### config.mk
export PLATFORM = sky130hd
export DESIGN_NAME = mem_stage_lsu
export DESIGN_NICKNAME = d
export VERILOG_FILES = /design/src/rtl/lsu_pkg.sv /design/src/rtl/load_align.sv /design/src/rtl/mem_stage_lsu.sv
export SDC_FILE = /design/constraint.sdc
export NUM_CORES = 1
export LEC_CHECK = 0
export ABC_AREA = 1
export BUFFER_PORTS_ARGS = -buffer_cell sky130_fd_sc_hd__buf_2
export CAP_MARGIN = 10
export CORE_UTILIZATION = 43
export CTS_BUF_LIST = sky130_fd_sc_hd__clkbuf_4 sky130_fd_sc_hd__clkbuf_8
export CTS_CLUSTER_DIAMETER = 40
export DETAILED_ROUTE_END_ITERATION = 6
export MAX_ROUTING_LAYER = met4
export PLACE_DENSITY = 0.83
export SYNTH_ARGS = -nofsm -noshare
export SYNTH_HDL_FRONTEND = slang
export SYNTH_SLANG_ARGS = --single-unit
### constraint.sdc
create_clock -name clk -period 2.1 [get_ports clk]
set_clock_uncertainty 0.15 [all_clocks]
set_input_delay 0.63 -clock clk [delete_from_list [all_inputs] [get_ports clk]]
set_output_delay 0.63 -clock clk [all_outputs]
set_load 0.005 [all_outputs]
### src/rtl/lsu_pkg.sv
// Shared definitions for the memory-stage load/store unit: funct3 encodings,
// FSM state type and store lane-formatting helpers.
package lsu_pkg;

    localparam logic [2:0] LB  = 3'b000;
    localparam logic [2:0] LH  = 3'b001;
    localparam logic [2:0] LW  = 3'b010;
    localparam logic [2:0] LBU = 3'b100;
    localparam logic [2:0] LHU = 3'b101;

    typedef enum logic [1:0] {
        IDLE = 2'd0,
        REQ  = 2'd1,
        WAIT = 2'd2,
        DONE = 2'd3
    } lsu_state_t;

    // Undefined encodings 011/110/111 have funct3[1] set and fall into word size.
    function automatic logic is_word(input logic [2:0] funct3);
        return funct3[1];
    endfunction

    function automatic logic is_half(input logic [2:0] funct3);
        return (funct3[1:0] == 2'b01);
    endfunction

    function automatic logic [3:0] store_strb(input logic [2:0] funct3,
                                              input logic [1:0] offset);
        logic [3:0] strb;
        if (is_word(funct3))
            strb = 4'hF;
        else if (is_half(funct3))
            strb = offset[1] ? 4'b1100 : 4'b0011;
        else
            strb = 4'b0001 << offset;
        return strb;
    endfunction

    function automatic logic [31:0] store_data(input logic [2:0]  funct3,
                                               input logic [31:0] wd);
        logic [31:0] data;
        if (is_word(funct3))
            data = wd;
        else if (is_half(funct3))
            data = {2{wd[15:0]}};
        else
            data = {4{wd[7:0]}};
        return data;
    endfunction

endpackage

### src/rtl/load_align.sv
// Combinational load extraction: picks the addressed byte/halfword out of the
// returned word and sign- or zero-extends it according to funct3.
module load_align
    import lsu_pkg::*;
(
    input  logic [31:0] rdata,
    input  logic [1:0]  offset,
    input  logic [2:0]  funct3,
    output logic [31:0] result
);

    logic [7:0]  byte_sel;
    logic [15:0] half_sel;

    always_comb begin
        byte_sel = rdata[{offset, 3'b000} +: 8];
        half_sel = offset[1] ? rdata[31:16] : rdata[15:0];
        case (funct3)
            LB:      result = {{24{byte_sel[7]}}, byte_sel};
            LBU:     result = {24'b0, byte_sel};
            LH:      result = {{16{half_sel[15]}}, half_sel};
            LHU:     result = {16'b0, half_sel};
            default: result = rdata;
        endcase
    end

endmodule

### src/rtl/mem_stage_lsu.sv
// Memory-stage load/store unit: issues one data-memory access per MEM-stage
// load/store, stalls upstream until it completes. Optional MISALIGN_TRAP_EN.
//
// state | meaning
// IDLE  | no access in flight; a new load/store issues its request here
// REQ   | request presented but not yet accepted; EX/MEM held by stallM
// WAIT  | request accepted, waiting for read data / write ack
// DONE  | access complete; pipeline advances, readdataM valid for MEM/WB
module mem_stage_lsu
    import lsu_pkg::*;
#(
    parameter int XLEN = 32
) (
    input  logic            clk,
    input  logic            reset,
    input  logic            memreadM,
    input  logic            memwriteM,
    input  logic [2:0]      funct3M,
    input  logic [XLEN-1:0] aluresultM,
    input  logic [XLEN-1:0] writedataM,
    output logic            dmem_req_valid,
    input  logic            dmem_req_ready,
    output logic            dmem_we,
    output logic [XLEN-1:0] dmem_addr,
    output logic [3:0]      dmem_wstrb,
    output logic [XLEN-1:0] dmem_wdata,
    input  logic            dmem_rsp_valid,
    input  logic [XLEN-1:0] dmem_rdata,
    output logic [XLEN-1:0] readdataM,
    output logic            stallM,
    output logic            misalignM
);

    lsu_state_t  state;
    lsu_state_t  state_nxt;
    logic        access;
    logic        misaligned;
    logic [1:0]  offset;
    logic [31:0] load_word;

    assign access = memreadM | memwriteM;
    assign offset = aluresultM[1:0];

`ifdef MISALIGN_TRAP_EN
    logic mis_q;

    assign misaligned = access & ((is_half(funct3M) & offset[0]) |
                                  (is_word(funct3M) & (|offset)));

    // Only an IDLE->DONE trap sets this, so it is high for exactly that DONE cycle.
    always_ff @(posedge clk or negedge reset) begin
        if (!reset)
            mis_q <= 1'b0;
        else
            mis_q <= (state == IDLE) & misaligned;
    end

    assign misalignM = mis_q;
`else
    assign misaligned = 1'b0;
    assign misalignM  = 1'b0;
`endif

    load_align u_load_align (
        .rdata  (dmem_rdata),
        .offset (offset),
        .funct3 (funct3M),
        .result (load_word)
    );

    always_comb begin
        state_nxt = state;
        case (state)
            IDLE: begin
                if (access) begin
                    if (misaligned)
                        state_nxt = DONE;
                    else if (dmem_req_ready)
                        state_nxt = WAIT;
                    else
                        state_nxt = REQ;
                end
            end
            REQ:     if (dmem_req_ready) state_nxt = WAIT;
            WAIT:    if (dmem_rsp_valid) state_nxt = DONE;
            DONE:    state_nxt = IDLE;
            default: state_nxt = IDLE;
        endcase
    end

    always_ff @(posedge clk or negedge reset) begin
        if (!reset) begin
            state     <= IDLE;
            readdataM <= '0;
        end else begin
            state <= state_nxt;
            if ((state == WAIT) && dmem_rsp_valid && memreadM)
                readdataM <= load_word;
        end
    end

    // Gated with reset so the handshake and stall drop the moment reset asserts.
    assign dmem_req_valid = reset & (((state == IDLE) & access & ~misaligned) |
                                     (state == REQ));
    assign stallM         = reset & (((state == IDLE) & access) |
                                     (state == REQ) | (state == WAIT));
    assign dmem_we        = reset & memwriteM;
    assign dmem_wstrb     = (reset & memwriteM) ? store_strb(funct3M, offset) : 4'b0000;
    assign dmem_addr      = {aluresultM[XLEN-1:2], 2'b00};
    assign dmem_wdata     = store_data(funct3M, writedataM);

endmodule

## After elaboration in Yosys (flattened, before gate mapping)

Cells that the tools add are included.
Widths: inputs -> output; s select.

- Register bits after elaboration: 34
- Input bits: 105

- Eq/ne operators: 10
- Shifts and indexed selects: 2
- Mux-type cells: 13
- Bitwise logic cells: 7
- Reduce and logical (&&, ||, !) cells: 5

Operators by type and width:

| cell | number |
|---|---|
| $pmux 32 s4 | 1 |
| $mux 32 | 2 |
| $shiftx 32x6->8 | 1 |
| $mux 16 | 1 |
| $mux 4 | 4 |
| $mux 2 | 4 |
| $pmux 2 s4 | 1 |
| $eq 3x3->1 const B | 2 |
| $ne 2x2->1 const B | 3 |
| $and 1x1->1 | 4 |
| $eq 2x1->1 const B | 2 |
| $eq 2x2->1 const B | 2 |
| $shl 1x2->4 const A | 1 |
| $eq 3x1->1 const B | 1 |
| $logic_not 3->1 | 1 |
| $or 1x1->1 | 3 |
| $reduce_and 3->1 | 1 |
| $logic_and 1x1->1 | 2 |
| $logic_not 2->1 | 1 |

## Longest topological paths before layout

Gate-level depths: netlist of run 1.

- Word-level depth: 5
- Gate-level depth with buffers: 10
- Gate-level depth less buffers: 8

## Hierarchy

Synthesis of run 1 repeated with hierarchy kept, for this count alone.

- Cells, all modules: 473
- Area, all modules: 3,203.1 um^2

Modules (own cells, without submodules):

| module | instances | cells an instance | area each (um^2) |
|---|---|---|---|
| mem_stage_lsu | 1 | 314 | 2,391.0 |
| load_align | 1 | 159 | 812.0 |

## Worst setup path before layout of run 1

No wires, ideal clock.

- Path type: input to output
- Start point: input funct3M[1]
- End point: output dmem_wdata[31]
- Arrival time: 1.336 ns
- Data required time: 1.320 ns
- Path slack: -0.016 ns
- Cell stages on the path: 5
- Cells stage by stage: buf_12 -> nor2_8 -> clkbuf_1 -> nand2_1 -> nand3_1

- Word-level cells in the longest chain between the ends: 3

RTL lines:

| what | RTL line | RTL |
|---|---|---|
| from (decl) | mem_stage_lsu.sv:18 | `input logic [2:0] funct3M,` |
| $eq 2x1->1 | lsu_pkg.sv:24 | `return (funct3[1:0] == 2'b01);` |
| $mux 32 | lsu_pkg.sv:44 | `else if (is_half(funct3))` |
| $mux 32 (*) | lsu_pkg.sv:42 | `if (is_word(funct3))` |
| to (decl) | mem_stage_lsu.sv:26 | `output logic [XLEN-1:0] dmem_wdata,` |

Every way passes the cells marked *; elsewhere a longest branch is shown, timed or not.

## Worst setup path after layout of run 1

- Start point: input funct3M[1]
- End point: output dmem_wdata[25]

The elaborated chain is that of the path after synthesis.

==> results_dict.tcl, run 1 <==
set metrics [dict create \
    grt_overflow 0 \
    clock-sinks 34 \
    via_per_inst 4.88 \
    first_iter_violations 157 \
    drive_gt1_share_pct 41.0 \
    num_antenna_cells 0 \
    clk_pin_slew_worst_paths_ps 70 \
    grt_max_degree 24 \
    track_usage_pct 24.7 \
    pwr-share-seq_pct 36.2 \
    yosys-top-cells-area "dfrtp_1 28%, nand2_1 18%, buf_4 10%" \
    clock_latency_ps 280 \
    die_h_um 85.6 \
    finalCriticalPeriod_ps 2110 \
    cts_buffers 5 \
    synth.most_common_cell "nand2_1" \
    syn_to_final_growth_pct 25.8 \
    chipWidth_um 85.6 \
    post-synth-top-area-fraction_pct 28.3 \
    syn_inst 450 \
    dpl.hpwl_um 7200 \
    cts_tree "done" \
    dp.cells 644 \
    clock_path_buffers 2 \
    fin_ws_ps -14.0 \
    htree_levels 2 \
    finalSetupTns_ps -39.8 \
    final_cells 653 \
    syn_area_per_cell_sq_um 6.68 \
    yosysTopAreaCell "dfrtp_1" \
    finalNetCount 682 \
    vias 3185 \
    pwr-share-comb_pct 48.8 \
    drv_slew 0 \
    max-cap-violations 0 \
    ys_seq_elements 34 \
    die-area_sq_um 7330 \
    rsz0062_at_grt "yes" \
    max_freq_mhz 473 \
    internal_power_w 0.00199 \
    ys_seq_area_share_pct 28.3 \
    cp.arrival_ps 1330 \
    hp-class "primary input to async pin" \
    cp_max_fo 8 \
    powerDensity_nw_per_um2 838 \
    cellLeakagePower_nw 2.28 \
    status "finished, violations left" \
    synth_warnings 0 \
    grt_pass1_vias 3013 \
    dp_slack_ps -149 \
    startpoint_type "primary input" \
    antenna_found_initial 0 \
    critical_path_class "primary input to primary output" \
    coreArea_sq_um 6760 \
    switching_power_w 0.00118 \
    routed_wirelength_um 9040 \
    gp_congestion 0.977 \
    synth_edf_count 0 \
    setup_viol 4 \
    cts-root-buf "clkbuf_8" \
    switching_share_pct 37.2 \
    synth_area_sq_um 3010 \
    fin_hold_ws_ps 219 \
    drc_errors 0 \
    r2r_cells 8 \
    power_w 0.00317 \
    port_buffers 145 \
    cp.required_ps 1320 \
    grt_pass1_wl_um 14000 \
    pwr-share-clk_pct 15.0 \
    final-hold-violation-count 0 \
    end_kind "primary output" \
    firstDrtPassIters 4 \
    wl_per_cell_um 13.8 \
    irDropWorstVdd_v 0.000558 \
    drtAntennaViolNets 0 \
    ios 209 \
    initial_core_util_pct 44.5 \
    synth_common_cells "148 x nand2_1, 57 x inv_1, 42 x buf_4" \
    synth_ff_type "dfrtp_1" \
    violations "negative setup slack" \
    synth_cell_types 31 \
    async_flop_share_pct 100 \
    placement_rows 30 \
    fin_crit_sh_pct 101 \
]
power by group through the flow:
stage | Clock (W) | Combinational, W | Sequential, W
finish | 0.000477 | 0.00155 | 0.00115
global placement | 0 | 0.00143 | 0.00115
detailed placement | 0 | 0.00148 | 0.00115
global route | 0.000510 | 0.00175 | 0.00119
CTS | 0.000482 | 0.00152 | 0.00115
floorplan | 0 | 0.000875 | 0.00117
through the flow:
stage / area [sq um] / util, %
finish: 3780 / 56.0
detailed placement: 3590 / 53.2
CTS: 3720 / 55.1
global placement: 3590 / 53.2
global route: 3780 / 56.0
floorplan: 3020 / -
worst max-delay path, stage by stage:
cell      delay, ps
buf_12          120
nor2_8          130
buf_6           140
nand2_4          50
o211ai_1        100
buf_2           150
metal layers:
layer / wire (um) / global-route usage (%) / vias to the layer above / share of wire (%)
met2: 4330 / 40.4 / 124 / 48
met5: 0 / - / - / 0
met1: 3880 / 31.0 / 1441 / 43
li1: - / - / 1588 / -
met4: 194 / 7.27 / 0 / 2.1
met3: 629 / 5.00 / 32 / 7.0
what timing repair did:
action / CTS / global route
hold buffers: 0 / 0
buffers inserted: 1 / 1
pin swaps: 2 / 3
setup endpoints to repair: 30 / 15
resized for setup: 14 / 18
cloned: 0 / 0
hold endpoints to repair: 0 / 0
cell families after synthesis:
logic type      share of synthesized area (%)
compound gates                           12.9
flops                                    28.3
buf+inv                                  23.6
other cells                             0.125
fa+ha+maj                                1.66
simple gates                             33.4
final timing paths:
path | start | slack [ps] | endpoint
max in group asynchronous | reset | 1360 | readdataM[15]
worst min register to register | readdataM[4] | 340 | readdataM[4]
worst max register to register | state[0] | 340 | readdataM[6]
min in group clk | readdataM[4] | 340 | readdataM[4]
worst max-delay path | funct3M[1] | -10 | dmem_wdata[25]
worst min-delay path | reset | 220 | readdataM[19]
state kept, by name (all words and copies together) (netlist names):
signal,flops
readdataM,32
state,2
layout make-up:
type,instances,area (sq um)
fill,650,2970
multi-input combinational,296,1510
clock buffer,7,83.8
inverter,61,239
sequential,34,851
tap,80,100
timing repair buffer,175,998
placed cells by master, fill, tap and decap left out, types with 3 or more instances in the layout:
cell        n
nand2_4     5
ha_2        3
buf_6       4
nor2_1     12
buf_4      27
buf_2     142
conb_1      3
o21ai_0    22
nand3_2    10
dfrtp_1    34
nand2_1   144
a21oi_1    36
nand3_1    17
clkbuf_8    5
inv_1      54
o211ai_1    8
or2_2      17
inv_2       4
(Power assumes the default switching activity.)
==> run 2, diff against run 1 <==
CELL_PAD_IN_SITES_DETAIL_PLACEMENT = 1   (was unset)
CELL_PAD_IN_SITES_GLOBAL_PLACEMENT = 1   (was unset)
CORE_UTILIZATION = 28   (was 43)
PLACE_DENSITY = unset   (was 0.83)
PLACE_DENSITY_LB_ADDON = 0.1   (was unset)
==> run 2 against run 1 <==
The run still ends with negative setup slack left. Hold slack better by 110 ps. Sequential share of layout area decreased by 1.3 points. Non-clock buffer count increased by 6. Highest routed layer unchanged. Sequential power is essentially flat. Worst setup slack got worse by 21 ps. Critical endpoint is now dmem_wdata[24]. Global-route usage fell by 3.7 points.
==> results_dict.tcl, run 2 (synthesis gave the netlist of run 1 again) <==
set metrics [dict create \
    rrSetupSlack_ps 310 \
    grt_pass1_wl_um 17900 \
    grt_pass1_vias 3482 \
    cp_top_family "buffers and inverters" \
    min_from "readdataM[14]" \
    powerDensity_nw_per_um2 844 \
    clock_latency_ps 290 \
    reg2reg_from "state[1]" \
    final_cell_mix "141 x buf_2, 140 x nand2_1, 53 x inv_1" \
    timing.critical_path.buf_inv 3 \
    hold_path_depth 2 \
    track_usage_pct 21.0 \
    fin_ws_ps -35.1 \
    firstDrtPassIters 4 \
    r2r_cells 8 \
    vias 3238 \
    status "finished, violations left" \
    die-area_sq_um 11200 \
    cts_buffers 5 \
    chipWidth_um 106 \
    final-hold-violation-count 0 \
    grt_overflow 0 \
    finalCriticalPeriod_ps 2140 \
    hold_path_end "readdataM[14]" \
    final_cells 716 \
    dpl.hpwl_um 8660 \
    rsz0062_at_grt "yes" \
    hp-class "flop to flop" \
    max_freq_mhz 468 \
    cp_common_cell "buf_12" \
    cp.arrival_ps 1360 \
    critical_path_class "primary input to primary output" \
    first_iter_violations 80 \
    largest_reg_flops 32 \
    die_h_um 106 \
    power_w 0.00339 \
    irDropWorstVdd_v 0.000449 \
    fin_hold_ws_ps 332 \
    cts-root-buf "clkbuf_8" \
    finalNetCount 688 \
    drt-met1-wl_um 4790 \
    clock-sinks 34 \
    fin_crit_sh_pct 102 \
    htree_levels 2 \
    violations "negative setup slack" \
    via_per_inst 4.52 \
    highest_layer "met4" \
    wl_met3_um 653 \
    cts_tree "done" \
    coreArea_sq_um 10400 \
    timing.rr.end "readdataM[30]" \
    placed_area_sq_um 3690 \
    max-cap-violations 0 \
    port_buffers 145 \
    cp.required_ps 1320 \
    routed_wirelength_um 11100 \
    clock_path_buffers 2 \
    crit_path_max_incr_delay_ps 160 \
    placement_rows 37 \
    syn_to_final_growth_pct 33.6 \
    drc_errors 0 \
    gp_congestion 0.774 \
    finish.utilization_pct 38.7 \
    num_antenna_cells 0 \
    top_regs "readdataM x32, state x2" \
    cp_cell_sequence "buf_12 -> nor2_8 -> buf_12 -> nand2_2 -> o211ai_1 -> buf_2" \
    dr_wl_met2_um 5330 \
    initial_core_util_pct 29.0 \
    dp.cells 701 \
    wl_per_cell_um 15.5 \
    grt_max_degree 41 \
    antenna_found_initial 0 \
    clk_pin_slew_worst_paths_ps 80 \
    layout_commonest_cell "buf_2" \
    ios 209 \
    cts_hold_buf 0 \
    setup_viol 9 \
    drtAntennaViolNets 0 \
    drv_slew 0 \
    cp_max_fo 8 \
    stdcell_area_sq_um 4020 \
    top_register "readdataM" \
    cellLeakagePower_nw 2.34 \
    slowest_stage "buf_12" \
    end_kind "primary output" \
    drive_gt1_share_pct 42.8 \
    startpoint_type "primary input" \
]
-- run 2: metrics by stage --
step	setup slack (ps)	setup TNS, ps
after floorplan	71.8	0
after global placement	-193	-3210
after detailed placement	-183	-3440
after CTS	-30.4	-263
after global routing	-75.9	-904
final	-35.1	-170
-- run 2: per-layer routing --
| layer | track usage, % | vias up |
|---|---|---|
| li1 | - | 1611 |
| met5 | - | - |
| met1 | 25.1 | 1507 |
| met2 | 35.6 | 86 |
| met3 | 4.33 | 34 |
| met4 | 6.55 | 0 |
-- run 2: worst register-to-register path, stage by stage (launching register included) --
cell,delay [ps]
dfrtp_1,420
buf_4,160
ha_4,150
nand3_1,140
inv_1,60
buf_4,210
or2_2,300
nand2_1,70
inv_1,40
-- run 2: repair_timing --
| action | 4_1_cts | 5_1_grt |
|---|---|---|
| endpoints found under the setup margin | 30 | 22 |
| gates resized for setup | 37 | 14 |
| endpoints found under the hold margin | 0 | 0 |
| buffers inserted | 2 | 5 |
| gates cloned | 1 | 0 |
| pin swaps | 3 | 4 |
-- run 2: how the worst max path moves through the flow --
stage,from,to,slack [ps],cells after the start
after global routing,funct3M[1],dmem_wdata[24],-80,6
final,funct3M[1],dmem_wdata[24],-40,6
after global placement,funct3M[1],dmem_wstrb[2],-190,5
after CTS,funct3M[0],dmem_wdata[29],-30,6
after floorplan,funct3M[1],dmem_wdata[31],70,5
after detailed placement,funct3M[1],dmem_wdata[29],-180,5
-- run 2: power breakdown --
group	total [W]	internal (W)	switching (W)
combinational	0.00171	0.000854	0.000855
sequential	0.00114	0.000979	0.000165
clock	0.000537	0.000264	0.000273
total	0.00339	0.00210	0.00129
-- run 2: area by class of cell --
| type | instances | area (sq um) |
|---|---|---|
| Fill cell | 1402 | 6350 |
| Multi-Input combinational cell | 296 | 1570 |
| Timing Repair Buffer | 181 | 1090 |
| Sequential cell | 34 | 851 |
| Inverter | 61 | 239 |
| Tap cell | 136 | 170 |
| Clock buffer | 6 | 82.6 |
| Clock inverter | 2 | 12.5 |
==> run 3, diff against run 2 <==
CORE_ASPECT_RATIO = 0.8   (was unset)
==> run 3 against run 2 <==
The flow still finishes with violations (negative setup slack). Die area about the same. Sequential power barely moved. Core utilization grew 0.46 points. Total power increased by 2.9%. Count of clock-buffer cells in the layout is 1 higher. Final cell count up 1.3%. Register-to-register slack gained 40 ps. Clock power is 18% higher. Maximum frequency up 0.15%.
==> results_dict.tcl, run 3 (synthesis gave the netlist of run 1 again) <==
set metrics [dict create \
    top_register "readdataM" \
    gp_congestion 0.785 \
    cts-root-buf "clkbuf_8" \
    critical_path_class "primary input to primary output" \
    pwr-share-comb_pct 48.5 \
    switching_power_w 0.00128 \
    layout_commonest_cell "buf_2" \
    initial_core_util_pct 29.0 \
    dp.cells 708 \
    end_kind "primary output" \
    coreArea_sq_um 10400 \
    firstDrtPassIters 4 \
    cp.required_ps 1320 \
    grt_overflow 0 \
    drtAntennaViolNets 0 \
    clock_path_buffers 2 \
    largest_reg_flops 32 \
    die_h_um 94.7 \
    dpl.hpwl_um 8590 \
    finalSetupTns_ps -127 \
    clock-sinks 34 \
    powerDensity_nw_per_um2 859 \
    switching_share_pct 36.8 \
    irDropWorstVdd_v 0.000421 \
    antenna_found_initial 0 \
    setup_viol 11 \
    drv_slew 0 \
    cellLeakagePower_nw 2.36 \
    clk_pin_slew_worst_paths_ps 60 \
    via_per_inst 4.47 \
    final_cells 725 \
    first_iter_violations 97 \
    hp-class "flop to flop" \
    die-area_sq_um 11200 \
    fin_ws_ps -31.8 \
    cts_buffers 5 \
    vias 3244 \
    routed_wirelength_um 10900 \
    cp.arrival_ps 1350 \
    cts_tree "done" \
    final-hold-violation-count 0 \
    drc_errors 0 \
    final_cell_mix "142 x buf_2, 141 x nand2_1, 52 x inv_1" \
    port_buffers 145 \
    cp_max_fo 8 \
    pwr-share-seq_pct 33.4 \
    grt_pass1_wl_um 17700 \
    clock_latency_ps 290 \
    grt_pass1_vias 3435 \
    violations "negative setup slack" \
    drive_gt1_share_pct 43.2 \
    internal_power_w 0.00220 \
    placement_rows 33 \
    num_antenna_cells 0 \
    chipWidth_um 118 \
    startpoint_type "primary input" \
    finalCriticalPeriod_ps 2130 \
    syn_to_final_growth_pct 35.1 \
    top_regs "readdataM x32, state x2" \
    max_freq_mhz 469 \
    n_fill_cell 1370 \
    wl_per_cell_um 15.0 \
    fin_crit_sh_pct 102 \
    grt_max_degree 41 \
    status "finished, violations left" \
    ios 209 \
    htree_levels 2 \
    rsz0062_at_grt "yes" \
    max-cap-violations 0 \
    track_usage_pct 20.7 \
    finalNetCount 693 \
    pwr-share-clk_pct 18.2 \
]
==> run 3: through the flow <==
step	total power, W	worst slack [ps]	instance area, sq um	utilization [%]	hold slack (ps)
global route	0.00381	-80.7	4060	39.2	362
CTS	0.00341	-25.8	3980	38.4	329
floorplan	0.00204	71.8	3020	-	184
detailed placement	0.00271	-242	3730	36.0	311
global placement	0.00265	-205	3730	36.0	309
finish	0.00349	-31.8	4060	39.2	325
==> run 3: area by class of cell <==
class	count	area, sq um	share of cell area (%)
Clock buffer	7	83.8	2.06
Clock inverter	1	30.0	0.739
Inverter	61	241	5.95
Multi-Input combinational cell	296	1540	37.8
Sequential cell	34	852	21.0
Tap cell	140	175	4.31
Timing Repair Buffer	186	1140	28.2
==> run 3: power by group through the flow <==
stage / logic (W) / registers, W / clock network (W)
detailed placement: 0.00155 / 0.00116 / 0
global route: 0.00192 / 0.00121 / 0.000683
floorplan: 0.000875 / 0.00117 / 0
CTS: 0.00160 / 0.00115 / 0.000657
global placement: 0.00151 / 0.00115 / 0
finish: 0.00169 / 0.00116 / 0.000634
==> run 3: worst max-delay path, cell delays in order <==
cell and delay, ps:
buf_8 120, nor2_8 160, buf_12 150, nand2_2 50, o211ai_1 90, buf_2 140
==> run 3: repair_timing <==
action / in CTS / in global routing
hold buffers: 0 / 0
endpoints found under the setup margin: 30 / 22
pin swaps: 6 / 3
resized for setup: 28 / 15
setup buffers: 5 / 4
cloned: 1 / 0
==> run 3: layer usage <==
| layer | up-vias | track usage [%] | wire length [um] |
|---|---|---|---|
| li1 | 1622 | - | - |
| met5 | - | - | 0 |
| met1 | 1516 | 26.9 | 5260 |
| met2 | 88 | 33.2 | 4950 |
| met3 | 18 | 3.93 | 491 |
| met4 | 0 | 5.24 | 148 |
==> run 3: path summary, 6_finish.rpt <==
path / slack, ps / depth (start not counted) / end / start
worst max-delay path: -30 / 6 / dmem_wdata[25] / funct3M[0]
worst min-delay path: 330 / 2 / readdataM[2] / readdataM[2]
worst max register to register: 350 / 8 / readdataM[19] / state[0]
worst min register to register: 330 / 2 / readdataM[2] / readdataM[2]
max in group asynchronous: 1080 / 3 / state[1] / reset
min in group asynchronous: 370 / 3 / readdataM[6] / reset
